==> config.mk <==
export PLATFORM = sky130hd
export DESIGN_NAME = board_io_ctrl
export DESIGN_NICKNAME = d
export VERILOG_FILES = /design/src/rtl/board_io_pkg.sv /design/src/rtl/board_io_debounce.sv /design/src/rtl/board_io_ctrl.sv
export SDC_FILE = /design/constraint.sdc
export NUM_CORES = 1
export LEC_CHECK = 0
export CAP_MARGIN = 0
export CORE_MARGIN = 2
export CORE_UTILIZATION = 25
export DETAILED_ROUTE_END_ITERATION = 8
export GPL_TIMING_DRIVEN = 0
export PLACE_DENSITY = 0.4
export SETUP_SLACK_MARGIN = 0.2
export SLEW_MARGIN = 10
export SYNTH_ARGS = -nofsm -noshare
export SYNTH_HDL_FRONTEND = slang
export SYNTH_SLANG_ARGS = --single-unit
==> constraint.sdc <==
create_clock -name clk -period 5.9 [get_ports clk]
set_input_delay 0.59 -clock clk [delete_from_list [all_inputs] [get_ports clk]]
set_output_delay 0.59 -clock clk [all_outputs]
set_load 0.02 [all_outputs]
==> src/rtl/board_io_pkg.sv <==
// Shared register map and seven-segment encoding for the board I/O controller.
// Pure definitions: no state, no latency, no flow control.
// Segment patterns are active low, ordered {g,f,e,d,c,b,a}.
package board_io_pkg;

    localparam logic [1:0] ADDR_DISP  = 2'd0;
    localparam logic [1:0] ADDR_LEDDP = 2'd1;
    localparam logic [1:0] ADDR_SW    = 2'd2;
    localparam logic [1:0] ADDR_BTNEV = 2'd3;

    localparam logic [6:0] SEG_BLANK = 7'h7F;

    function automatic logic [6:0] seg_decode(input logic [3:0] nibble);
        logic [6:0] s;
        case (nibble)
            4'h0:    s = 7'h40;
            4'h1:    s = 7'h79;
            4'h2:    s = 7'h24;
            4'h3:    s = 7'h30;
            4'h4:    s = 7'h19;
            4'h5:    s = 7'h12;
            4'h6:    s = 7'h02;
            4'h7:    s = 7'h78;
            4'h8:    s = 7'h00;
            4'h9:    s = 7'h10;
            4'hA:    s = 7'h08;
            4'hB:    s = 7'h03;
            4'hC:    s = 7'h46;
            4'hD:    s = 7'h21;
            4'hE:    s = 7'h06;
            default: s = 7'h0E;
        endcase
        return s;
    endfunction

endpackage

==> src/rtl/board_io_debounce.sv <==
// Button conditioner: 2-flop synchroniser, stability counter, one-cycle press pulse.
// Latency: 2 sync cycles + DEBOUNCE stable samples; rise is registered alongside stable.
// No backpressure: rise is a single-cycle pulse the consumer must capture.
module board_io_debounce #(
    parameter int DEBOUNCE = 16
) (
    input  logic clk,
    input  logic rst_n,
    input  logic btn,
    output logic rise
);

    localparam int CW = (DEBOUNCE > 1) ? $clog2(DEBOUNCE) : 1;

    logic [1:0]    sync;
    logic          stable;
    logic [CW-1:0] cnt;
    logic          sample;

    assign sample = sync[1];

    always_ff @(posedge clk or negedge rst_n) begin
        if (!rst_n) begin
            sync   <= '0;
            stable <= 1'b0;
            cnt    <= '0;
            rise   <= 1'b0;
        end else begin
            sync <= {sync[0], btn};
            rise <= 1'b0;
            if (sample != stable) begin
                // The DEBOUNCE-th consecutive differing sample commits the change.
                if (cnt == CW'(DEBOUNCE - 1)) begin
                    stable <= sample;
                    cnt    <= '0;
                    rise   <= sample;
                end else begin
                    cnt <= cnt + 1'b1;
                end
            end else begin
                cnt <= '0;
            end
        end
    end

endmodule

==> src/rtl/board_io_ctrl.sv <==
// Register-mapped board I/O: scanned 7-seg display, LED/dp register, switch sync, button events.
// Latency: register writes visible on led/seg/dp after one edge; sw reads 2 cycles; rd_data combinational.
// No backpressure; optional leading-zero blanking when BOARD_IO_LZB_EN is defined.
module board_io_ctrl #(
    parameter int DATA_W   = 16,
    parameter int N_DIGITS = 4,
    parameter int N_SW     = 8,
    parameter int N_BTN    = 4,
    parameter int N_LED    = 8,
    parameter int SCAN_DIV = 1024,
    parameter int DEBOUNCE = 16
) (
    input  logic                clk,
    input  logic                rst_n,
    input  logic [1:0]          addr,
    input  logic                wr_en,
    input  logic [DATA_W-1:0]   wr_data,
    input  logic                rd_en,
    output logic [DATA_W-1:0]   rd_data,
    input  logic [N_SW-1:0]     sw,
    input  logic [N_BTN-1:0]    btn,
    output logic [N_LED-1:0]    led,
    output logic [N_DIGITS-1:0] an,
    output logic                dp,
    output logic [6:0]          seg
);
    import board_io_pkg::*;

    localparam int CW     = (SCAN_DIV > 1) ? $clog2(SCAN_DIV) : 1;
    localparam int DW     = (N_DIGITS > 1) ? $clog2(N_DIGITS) : 1;
    localparam int DISP_W = 4 * N_DIGITS;
    localparam int LW     = N_LED + N_DIGITS;

    logic [DISP_W-1:0]   disp, disp_nxt;
    logic [LW-1:0]       leddp, leddp_nxt;
    logic [CW-1:0]       cnt, cnt_nxt;
    logic [DW-1:0]       dig, dig_nxt;
    logic [N_SW-1:0]     sw_s1, sw_s2;
    logic [N_BTN-1:0]    btnev, btnev_nxt, btn_rise, clr;
    logic [N_DIGITS-1:0] an_nxt;
    logic [6:0]          seg_nxt;
    logic                dp_nxt;

    genvar i;
    generate
        for (i = 0; i < N_BTN; i++) begin : g_btn
            board_io_debounce #(.DEBOUNCE(DEBOUNCE)) u_db (
                .clk   (clk),
                .rst_n (rst_n),
                .btn   (btn[i]),
                .rise  (btn_rise[i])
            );
        end
    endgenerate

    // Display outputs are computed from next-state registers so a write shows up one edge later.
    always_comb begin
        disp_nxt = disp;
        if (wr_en && addr == ADDR_DISP) disp_nxt = wr_data[DISP_W-1:0];
        leddp_nxt = leddp;
        if (wr_en && addr == ADDR_LEDDP) leddp_nxt = wr_data[LW-1:0];

        cnt_nxt = cnt + 1'b1;
        dig_nxt = dig;
        if (cnt == CW'(SCAN_DIV - 1)) begin
            cnt_nxt = '0;
            dig_nxt = (dig == DW'(N_DIGITS - 1)) ? '0 : dig + 1'b1;
        end

        an_nxt          = '1;
        an_nxt[dig_nxt] = 1'b0;
        seg_nxt         = seg_decode(disp_nxt[4*int'(dig_nxt) +: 4]);
`ifdef BOARD_IO_LZB_EN
        if (dig_nxt != '0 && (disp_nxt >> (4 * int'(dig_nxt))) == '0) seg_nxt = SEG_BLANK;
`endif
        dp_nxt = ~leddp_nxt[N_LED + int'(dig_nxt)];

        // A press landing on the clearing cycle survives.
        clr = '0;
        if (rd_en && addr == ADDR_BTNEV) clr = '1;
        if (wr_en && addr == ADDR_BTNEV) clr = clr | wr_data[N_BTN-1:0];
        btnev_nxt = (btnev & ~clr) | btn_rise;
    end

    always_ff @(posedge clk or negedge rst_n) begin
        if (!rst_n) begin
            disp  <= '0;
            leddp <= '0;
            cnt   <= '0;
            dig   <= '0;
            sw_s1 <= '0;
            sw_s2 <= '0;
            btnev <= '0;
            led   <= '0;
            an    <= '1;
            dp    <= 1'b1;
            seg   <= SEG_BLANK;
        end else begin
            disp  <= disp_nxt;
            leddp <= leddp_nxt;
            cnt   <= cnt_nxt;
            dig   <= dig_nxt;
            sw_s1 <= sw;
            sw_s2 <= sw_s1;
            btnev <= btnev_nxt;
            led   <= leddp_nxt[N_LED-1:0];
            an    <= an_nxt;
            dp    <= dp_nxt;
            seg   <= seg_nxt;
        end
    end

    always_comb begin
        rd_data = '0;
        case (addr)
            ADDR_DISP:  rd_data[DISP_W-1:0] = disp;
            ADDR_LEDDP: rd_data[LW-1:0]     = leddp;
            ADDR_SW:    rd_data[N_SW-1:0]   = sw_s2;
            default:    rd_data[N_BTN-1:0]  = btnev;
        endcase
    end

endmodule

# Word-level counts from Yosys, hierarchy flattened
# Memories as Yosys holds them, arrays and structs flattened. A register that Yosys moved wholly into a read port is not among the register bits.
# Index checks and enable logic that the tools add are counted.
classes:
  reduce_logical: 11
  order_cmp: 3
  add_sub_neg: 7
  n_eq_ne: 13
  bitwise_logic: 6
  shifts: 1
  muxes: 32
ops:
  columns: ["cell", "count"]
  rows:
  - ["$mux 4", 11]
  - ["$pmux 4 s3", 2]
  - ["$add 4x1->4 const B", 4]
  - ["$eq 4x4->1 const B", 4]
  - ["$mux 16", 1]
  - ["$shiftx 16x5->4", 1]
  - ["$mux 12", 1]
  - ["$mux 1", 11]
  - ["$add 10x1->10 const B", 1]
  - ["$eq 10x10->1 const B", 1]
  - ["$mux 10", 1]
  - ["$not 4->4", 2]
  - ["$or 4x4->4", 2]
  - ["$pmux 4 s2", 1]
  - ["$reduce_and 2->1", 4]
  - ["$eq 2x2->1 const B", 3]
  - ["$add 4x2->5 const A", 1]
  - ["$logic_and 1x1->1", 5]
  - ["$lt 5x5->1 const B", 1]
  - ["$and 4x4->4", 1]
  - ["$bmux 1 s4", 1]
  - ["$mux 2", 2]
  - ["$ne 1x1->1", 4]
  - ["$lt 2x3->1 const B", 1]
  - ["7 further kinds", 7]
totals:
  rom_bits: 112
  n_memories: 1
  reg_bits: 105
  word_cells: 100
  input_bits: 34
mem_list:
  columns: ["memory", "words", "word_bits", "rd", "rd_ports_with_merged_regs", "wr", "line_no", "text"]
  rows:
  - ["(name not given)", 16, 7, 1, 1, 0, "board_io_pkg.sv:15", "case (nibble)"]

# Depth between registers and ports, before layout
# Gate-level depths: netlist of run 1.
logic_depth:
  ltp_word: 8
  mapped_depth: 11
  mapped_depth_nobuf: 11

# Cells and area by module
# From an unflattened synthesis of run 1, not the netlist that was laid out.
hier_totals:
  hier_cells: 348
  area_unflattened_um2: 4596.9
by_module_without_submodules:
  columns: ["mod", "cells_per_inst", "instances", "area_each_um2"]
  rows:
  - ["board_io_ctrl", 260, 1, 3345.7]
  - ["board_io_debounce", 22, 4, 312.8]

# Least setup slack after synthesis of run 1
# OpenSTA, ideal clock, no wires.
synth_timing:
  path_type: "input to register"
  from: "input port addr[1]"
  to: "register seg[0]"
  setup_slack_ps: 2882
  cell_stages: 10
  required_ps: 5814
  arrival_time_ps: 2932
  cell_sequence: "buf_2 -> nor3b_4 -> buf_4 -> mux2_2 -> mux2_1 -> mux2i_1 -> inv_1 -> ha_1 -> nor3b_1 -> a211oi_2"
synth_via:
  elab_chain_len: 4
synth_lines:
  columns: ["item", "line_no", "text"]
  rows:
  - ["from (decl)", "board_io_ctrl.sv:15", "input logic [1:0] addr,"]
  - ["$logic_not 2->1", "board_io_ctrl.sv:59", "if (wr_en && addr == ADDR_DISP) disp_nxt = wr_data[DISP_W-1:0];"]
  - ["$logic_and 1x1->1", "board_io_ctrl.sv:59", null]
  - ["$mux 16", "board_io_ctrl.sv:59", null]
  - ["via disp_nxt[9]", "board_io_ctrl.sv:34", "logic [DISP_W-1:0] disp, disp_nxt;"]
  - ["$shiftx 16x5->4", "board_io_ctrl.sv:72", "seg_nxt = seg_decode(disp_nxt[4*int'(dig_nxt) +: 4]);"]
  - ["to (decl)", "board_io_ctrl.sv:25", "output logic [6:0] seg"]
# The timed path passes the listed nets, and every way through them passes these cells.
# A chain may end at the register's enable or synchronous reset.

# Worst setup path in the final report of run 1
layout_timing:
  from: "input port wr_en"
  to: "register seg[0]"
layout_via:
  elab_chain_len: 3
layout_lines:
  columns: ["item", "line_no", "text"]
  rows:
  - ["from (decl)", "board_io_ctrl.sv:16", "input logic wr_en,"]
  - ["$logic_and 1x1->1", "board_io_ctrl.sv:59", null]
  - ["$mux 16", "board_io_ctrl.sv:59", null]
  - ["via disp_nxt[1]", "board_io_ctrl.sv:34", null]
  - ["$shiftx 16x5->4", "board_io_ctrl.sv:72", null]
# The timed path passes the listed nets, and every way through them passes these cells.

==> results of run 1 <==
==> layout by cell type (no fill, tap or decap), types with 5 or more instances in the layout <==
master            n
nor2b_1           6
and2_1            5
mux2_2           30
dfrtp_1          92
o21ai_0          13
nand2_1          12
inv_1            13
clkbuf_16         9
a21oi_1          12
clkdlybuf4s50_1  66
ha_1             12
dfstp_2          12
xnor2_1          13
buf_4            10
nor2_1           18
nand3_1           8
a21o_1            6
mux2i_1          21
nor3b_1          10
==> kinds of logic (layout without fill, tap and decap cells) <==
kind of cell,Yosys count,count (layout),synth area share
multiplexers,57,57,0.144
AND/OR/NAND/NOR,83,83,0.111
buffers and inverters,32,116,0.0389
AO/OA/AOI/OAI,47,47,0.0748
XOR/XNOR,16,16,0.0305
flip-flops,104,104,0.569
adder cells (fa/ha/maj),12,12,0.0326
==> worst paths after layout <==
kind | startpoint | endpoint | slack [ps] | depth (start not counted)
worst max-delay path | wr_en | seg[0] | 2320 | 10
worst max register to register | cnt[0] | seg[0] | 2650 | 11
max in group asynchronous | rst_n | seg[2] | 5080 | 2
min in group clk | sw_s1[0] | sw_s2[0] | 350 | 0
worst min-delay path | rst_n | g_btn[2].u_db.cnt[2] | 120 | 1
worst min register to register | sw_s1[0] | sw_s2[0] | 350 | 0
==> cell type report <==
class                      instances  area (um^2)  share of cell area
inverter                          15         56.3             0.00958
clock buffer                      10          229              0.0390
clock inverter                     6         60.1              0.0102
tap                              229          287              0.0488
multi-input combinational        215         1810               0.307
buffer                            17          123              0.0209
timing repair buffer              68          699               0.119
sequential                       104         2620               0.445
==> Yosys cell counts, types with 5 or more instances <==
cell and number:
nand3_1 8, and2_1 5, mux2_2 30, xnor2_1 13
nor2_1 18, ha_1 12, mux2i_1 21, buf_4 10
o21ai_0 13, dfstp_2 12, inv_1 13, nor3b_1 10
a21o_1 6, nor2b_1 6, nand2_1 12, a21oi_1 12
dfrtp_1 92
==> per-stage QoR <==
step                      hold WS, ps  area, um^2  setup WS [ps]
after floorplan                   294        4600           2880
after global placement            333        5560           60.6
after detailed placement          335        5590           1870
after CTS                         143        5880           2260
after global routing              155        5880           2110
final                             123        5880           2320
==> power breakdown <==
part           leakage, nW  internal (mW)  switching, mW  total, mW
logic                 1.11          0.200          0.186      0.386
registers             1.27          0.793         0.0329      0.826
clock network        0.141          0.297          0.292      0.589
total                 2.52           1.29          0.511       1.80
==> routing by layer <==
metal  share of wire  global-route usage  vias up
met5               0                   0        -
met4           0.021              0.0521        0
met3           0.031              0.0206       14
met2            0.45               0.175       50
met1            0.50               0.159     1416
li1                -                   -     1402
==> flip-flops by register name (all words and copies together) (netlist names), 7 cells and up <==
name and count:
cnt 10, disp 16, g_btn.u_db.cnt 16, g_btn.u_db.sync 8, leddp 12, seg 7
sw_s1 8, sw_s2 8
==> worst max-delay path: stages <==
cell,delay (ps)
clkdlybuf4s50_1,610
nor3b_4,480
buf_4,300
mux2_2,390
mux2_1,290
mux2i_1,380
inv_1,180
ha_1,290
nor3b_1,270
a211oi_2,70
==> impl.org, run 1 <==
** Status
- Outcome :: completed

** GRT
- Global routing finished with a remaining overflow of 0.
- The initial antenna violation count is 0.
- Across every metal layer, demand over resource in global routing totals 0.114.
- Via count of the first global-routing pass :: 3,088
- Largest net degree at the start of global routing :: between 60 and 70
- Global-route wire length before repair :: approximately 17 mm

** STA
- The number of max-slew violations in the final report is 0.
- Setup repair after global routing left no endpoint under its margin.
- The worst path in the final design needs a cycle of 3580 ps, including I/O delays and setup.
- At the pin with the least slew margin, the transition time is 819 ps.
- Count of endpoints failing setup in the final report :: 0
- Setup Total Neg Slack :: 0 ps
- For the final database, setup skew stands at 9.96 ps.
- The count of endpoints failing hold in the final timing report is 0.
- Achievable Freq :: 280 MHz
- Of the available clock period, the critical path in the final layout requires 0.606.
- The worst pin sits at a relative slew slack of 0.454.

** Critical path
- Required arrival time at the worst endpoint :: roughly 6000 ps
- The worst setup path is of the in2reg kind.
- Worst-path maximum fanout :: 10
- Crit end category :: register
- Critical Path Start Type :: input pin
- Signal arrival time at the worst endpoint :: 3860 ps

** Pwr
- Overall Power :: 1.80 mW
- LEAKAGE :: 2.52 nW
- For this design the ratio of total power to cell area is slightly above 300 nW/um^2.
- The worst-case IR drop observed on VDD is about 0.00013 V.

** Synth
- Post-Synthesis Net Count :: 397
- A synthesized cell averages 13.1 um^2.
- Sequential share of the synthesized area :: 0.569
- Post-synth ARST share :: 1.00
- Number of synthesized register bits :: 104
- For this run, the number of Yosys warnings is 0.
- The share of synthesized area in the top cell type comes to 0.500.
- Synthesized instance count :: approximately 350
- Area of the mapped netlist :: approximately 4600 um^2
- In the synthesized netlist the dominant register cell turns out to be dfrtp_1.
- After synthesis, the cell types taking the most area are dfrtp_1 50%, mux2_2 7.3%, dfstp_2 6.9%, mux2i_1 4.6%, ha_1 3.3%.
- Synthesis instantiated 52 different standard cells from the library.
- Cell taking the most area after synthesis :: dfrtp_1
- Counting flops with a built-in enable in the synthesized netlist gives 0.

** Cells and area
- Core occupancy in the finished layout :: 0.326
- From synthesis to final layout, the design area changed by 27.7%.
- Layout cells sized above 1 :: 0.214
- The filler cells instantiated in the layout total 1,794.
- At the end of the flow, the number of nets in the layout was 476.
- Final instance count without filler cells :: between 600 and 700
- ANT cells :: 0

** Clock tree
- Post_cts resized :: 0
- In this run, post-CTS hold repair placed 0 buffers.
- Clock transition at the register clock pins on the worst setup and hold paths after CTS :: 80 ps
- The clock passes through at most 2 buffers.
- Clock tree from TritonCTS :: yes
- CTS root buf :: clkbuf_16
- CTS H-tree depth :: 3
- Number of buffers added for setup after CTS :: 0
- Insertion delay to the later sink of the worst-skew pair :: between 300 and 400 ps
- The tree built by TritonCTS fans out to between 100 and 150 sinks.
- Counting the buffers created by CTS gives 9.

** Min path
- Type of the worst min-delay path :: in2async

** Floorplanning
- Core outline area :: 18,000 um^2
- In this run the core area contains 49 standard-cell rows.
- Die span in y :: 140 um
- I/O pin count :: 70
- Effective utilization at floorplan :: 0.255
- The die covers 19,500 um^2.
- Die width :: 140 um

** Run
- Max-cap violations in this run came to 0.

** Drt
- After detailed routing, the total wire length is 10.3 mm.
- Count of nets left with antenna violations after detail routing :: 0
- TritonRoute pass-1 iters :: 4
- After detailed routing, the average wire length per cell comes to 15.5 um.
- In this run, the number of DRC markers left after iteration 0 of detailed routing was 201.
- Across all layers, the routed design uses 2,882 vias.
- Via-per-instance ratio :: 4.34
- Remaining DRCs :: 0

** Place
- Detailed placement ended at an HPWL of about 7.5 mm.
- Final estimated routing congestion in global placement :: around 0.76
- Inst Count DP :: approximately 650
- Port-buffer cells :: 67
Note: power is estimated with default switching activity, not from simulation.
==> inputs of run 2 (changes only) <==
- clock period: 5.9 -> 3.55 ns (I/O delays scaled with it)
==> run 2 against run 1 <==
Wire length grew 0.30%. Clock power grew 66%. Sequential share of layout area shrank 0.22 points. Non-clock buffer count grew 3. Global-route usage is essentially flat. Cell area grew 0.49%. Sequential cell count is the same. Hold slack gained 230 ps. Combinational power grew 67%. Core utilization grew 0.16 points. Register-to-register slack lost 2200 ps. Critical path type is now reg2reg. Sequential power grew 66%.
==> impl.org, run 2 (synthesis results as in run 1) <==
** Critical path
- Worst-path cell with the longest stage delay :: dfrtp_1
- Critical path origin :: cnt[0]
- The sum of buffers and inverters on the critical path is 3 (unchanged).
- Series of cell instances along the critical path :: ha_1 -> nand4_1 -> buf_4 -> o31a_1 -> nor2_4 -> inv_2 -> mux2_1 -> mux2i_2 -> inv_1 -> ha_1 -> nor3b_1 -> a211oi_2
- The required time of the critical path was 3830 ps (-2350 ps).
- Most Frequent Cell on Critical Path :: ha_1
- STA classifies the critical path endpoint as a register.
- The endpoint arrival time on the critical path came to 3350 ps (-510 ps).
- Worst R2R Start :: cnt[0]
- The kind of cell with the highest combined delay along the critical path is multiplexers.
- The highest fanout seen on the critical path is 5 (-5).
- Crit path kind :: reg2reg
- Critical Path Start Type :: register
- Maximum cell stage delay along the critical path :: 370 ps (-240 ps)

** Cells and area
- Leaving out fill and tap cells, the most frequent cells in the layout are 92 x dfrtp_1, 66 x clkdlybuf4s50_1, 30 x mux2_2, 20 x mux2i_1, 18 x nor2_1.
- ANT cells :: 0 (unchanged)
- Most frequent standard cell in the layout excluding fill and tap cells :: dfrtp_1
- Final net count :: 479 (+0.63%)
- Compared with the post-synthesis result, the final layout area differs by 28.3%.
- The largest registers in the layout are disp (16), g_btn.u_db.cnt (16), leddp (12).
- The ratio of cells with drive above 1 in the final layout came to 0.219 (+0.00538).
- Area used by multi-input combinational logic :: 1810 um^2 (+0.21%)
- The final-layout fill cell count was 1,795 (+0.056%).
- The final cell utilization of the core was 0.328 (+0.00160).
- The number of standard cells in the final layout excluding fillers is 667 (+0.45%).
- Seq. cell area :: 2620 um^2 (unchanged)

** Clock tree
- Insertion delay to the later sink of the worst-skew pair :: 360 ps (about the same)
- The clock-pin slew on the worst setup and hold paths was 70 ps (about the same).
- The buffer levels on the longest clock path is 2 (unchanged).
- CTS H-tree depth :: 3 (unchanged)
- Clock tree from TritonCTS :: yes
- CTS placed an instance of clkbuf_16 at the clock tree root.
- The number of buffers inserted during clock tree synthesis was 9 (unchanged).
- The number of sinks driven by the clock tree is 104 (unchanged).

** STA
- Slew of the pin with the lowest slew margin :: 828 ps (+9.05 ps)
- Final Max Slew Viols :: 0 (unchanged)
- Counting I/O delays and the setup requirement, the final critical path takes 3070 ps.
- The tightest slew margin relative to the limit is 0.448 (-0.00603).
- The accumulated negative setup slack is 0 ps (unchanged).
- Hold_ws :: 350 ps (+227 ps)
- Achievable Freq :: 326 MHz
- Count of endpoints failing setup in the final report :: 0 (unchanged)
- Dividing the final minimum period by the clock period gives 0.864.
- Setup repair after global routing missed its margin :: no
- The worst-case clock skew was 9.99 ps (+0.0306 ps).
- The count of endpoints failing hold in the final timing report came to 0 (unchanged).

** Pwr
- The maximum VDD drop is 0.000212 V (+66%).
- LEAKAGE :: 2.53 nW (+0.31%)
- The power density of the placed cells came to 507 nW/um^2 (+66%).
- The total power of the final layout is 2.99 mW (+66%).

** Place
- The HPWL after detailed placement is 7.53 mm (unchanged).
- The final weighted congestion of routability-driven global placement came to 0.757 (unchanged).
- Inst Count DP :: 648 (unchanged)
- Port-buffer cells :: 67 (unchanged)

** Floorplanning
- The core outline area is 18,000 um^2 (unchanged).
- Die Footprint :: 19,500 um^2 (unchanged)
- Die span in y :: 140 um (unchanged)
- The number of primary I/O pins came to 70 (unchanged).
- The effective utilization at floorplan was 0.255 (unchanged).
- Die width :: 140 um (unchanged)
- Std cell rows :: 49 (unchanged)

** GRT
- Via count of the first global-routing pass :: 3,096 (+0.26%)
- Global-route wire length before repair :: 17.3 mm (+0.12%)
- The overflow left after global routing came to 0 (unchanged).
- Largest net degree at the start of global routing :: 63 (unchanged)
- The global router's overall resource usage was 0.115 (+0.000146).
- The initial antenna violation count was 0 (unchanged).

** Drt
- The DRC violation count after routing is 0 (unchanged).
- The iteration-0 DRC count of the detailed router came to 182 (-9.5%).
- The detailed-route wire length per cell was 15.5 um (-0.15%).
- The number of vias after detailed routing was 2,901 (+0.66%).
- The number of detailed-routing iterations run before antenna repair was 4 (unchanged).
- Via-per-instance ratio :: 4.35 (+0.21%)
- Count of nets left with antenna violations after detail routing :: 0 (unchanged)
- Overall routed net length :: 10.4 mm (+0.30%)

** Min path
- Hold Path Origin :: sw_s1[0]
- The worst hold path belongs to the class reg2reg.

** Run
- Reported max-cap violation count :: 0 (unchanged)

** Status
- Outcome :: completed
-- run 2: changes by cell type in the layout (fill, tap and decap cells not counted), sizes merged --
| cell | before | now |
|---|---|---|
| dlygate4sd3 | 0 | 1 |
| buf | 18 | 20 |
-- run 2: power breakdown --
part / internal [mW] / leakage (nW) / switching, mW
sequential: 1.32 / 1.27 / 0.0548
clock: 0.494 / 0.141 / 0.483
combinational: 0.334 / 1.11 / 0.311
-- run 2: through the flow --
step	cell area [um^2]	setup slack (ps)
after floorplan	4600	767
after global placement	5560	-2050
after detailed placement	5590	-244
after CTS	5890	260
after global routing	5910	286
final	5910	482
-- run 2: timing repair --
item                       CTS  global route
hold buffers                 1             0
resized for setup            0             1
hold endpoints to repair    31             0
pin swaps                    0             1
buffers inserted             1             1
setup endpoints to repair    1             5
-- run 2: path summary, 6_finish.rpt --
check	cells past startpoint	endpoint	slack [ps]
worst min register to register	0	sw_s2[0]	350
max in group asynchronous	3	seg[2]	2400
worst min-delay path	0	sw_s2[0]	350
min in group asynchronous	2	g_btn[2].u_db.cnt[2]	460
worst max-delay path	12	seg[0]	480
worst max register to register	12	seg[0]	480
-- run 2: routing by layer --
layer	vias to the layer above	part of all wire	GRT usage	routed length (um)
met4	0	0.021	0.0521	218
met1	1429	0.49	0.159	5110
li1	1407	-	-	-
met3	14	0.030	0.0206	314
met5	-	0	0	0
met2	51	0.46	0.175	4720
-- run 2: layout make-up --
| type | count | area share |
|---|---|---|
| sequential | 104 | 0.443 |
| clock buffer | 10 | 0.0388 |
| inverter | 15 | 0.00953 |
| multi-input combinational | 215 | 0.306 |
| buffer | 17 | 0.0208 |
| tap | 229 | 0.0485 |
| timing repair buffer | 71 | 0.123 |
| clock inverter | 6 | 0.0102 |
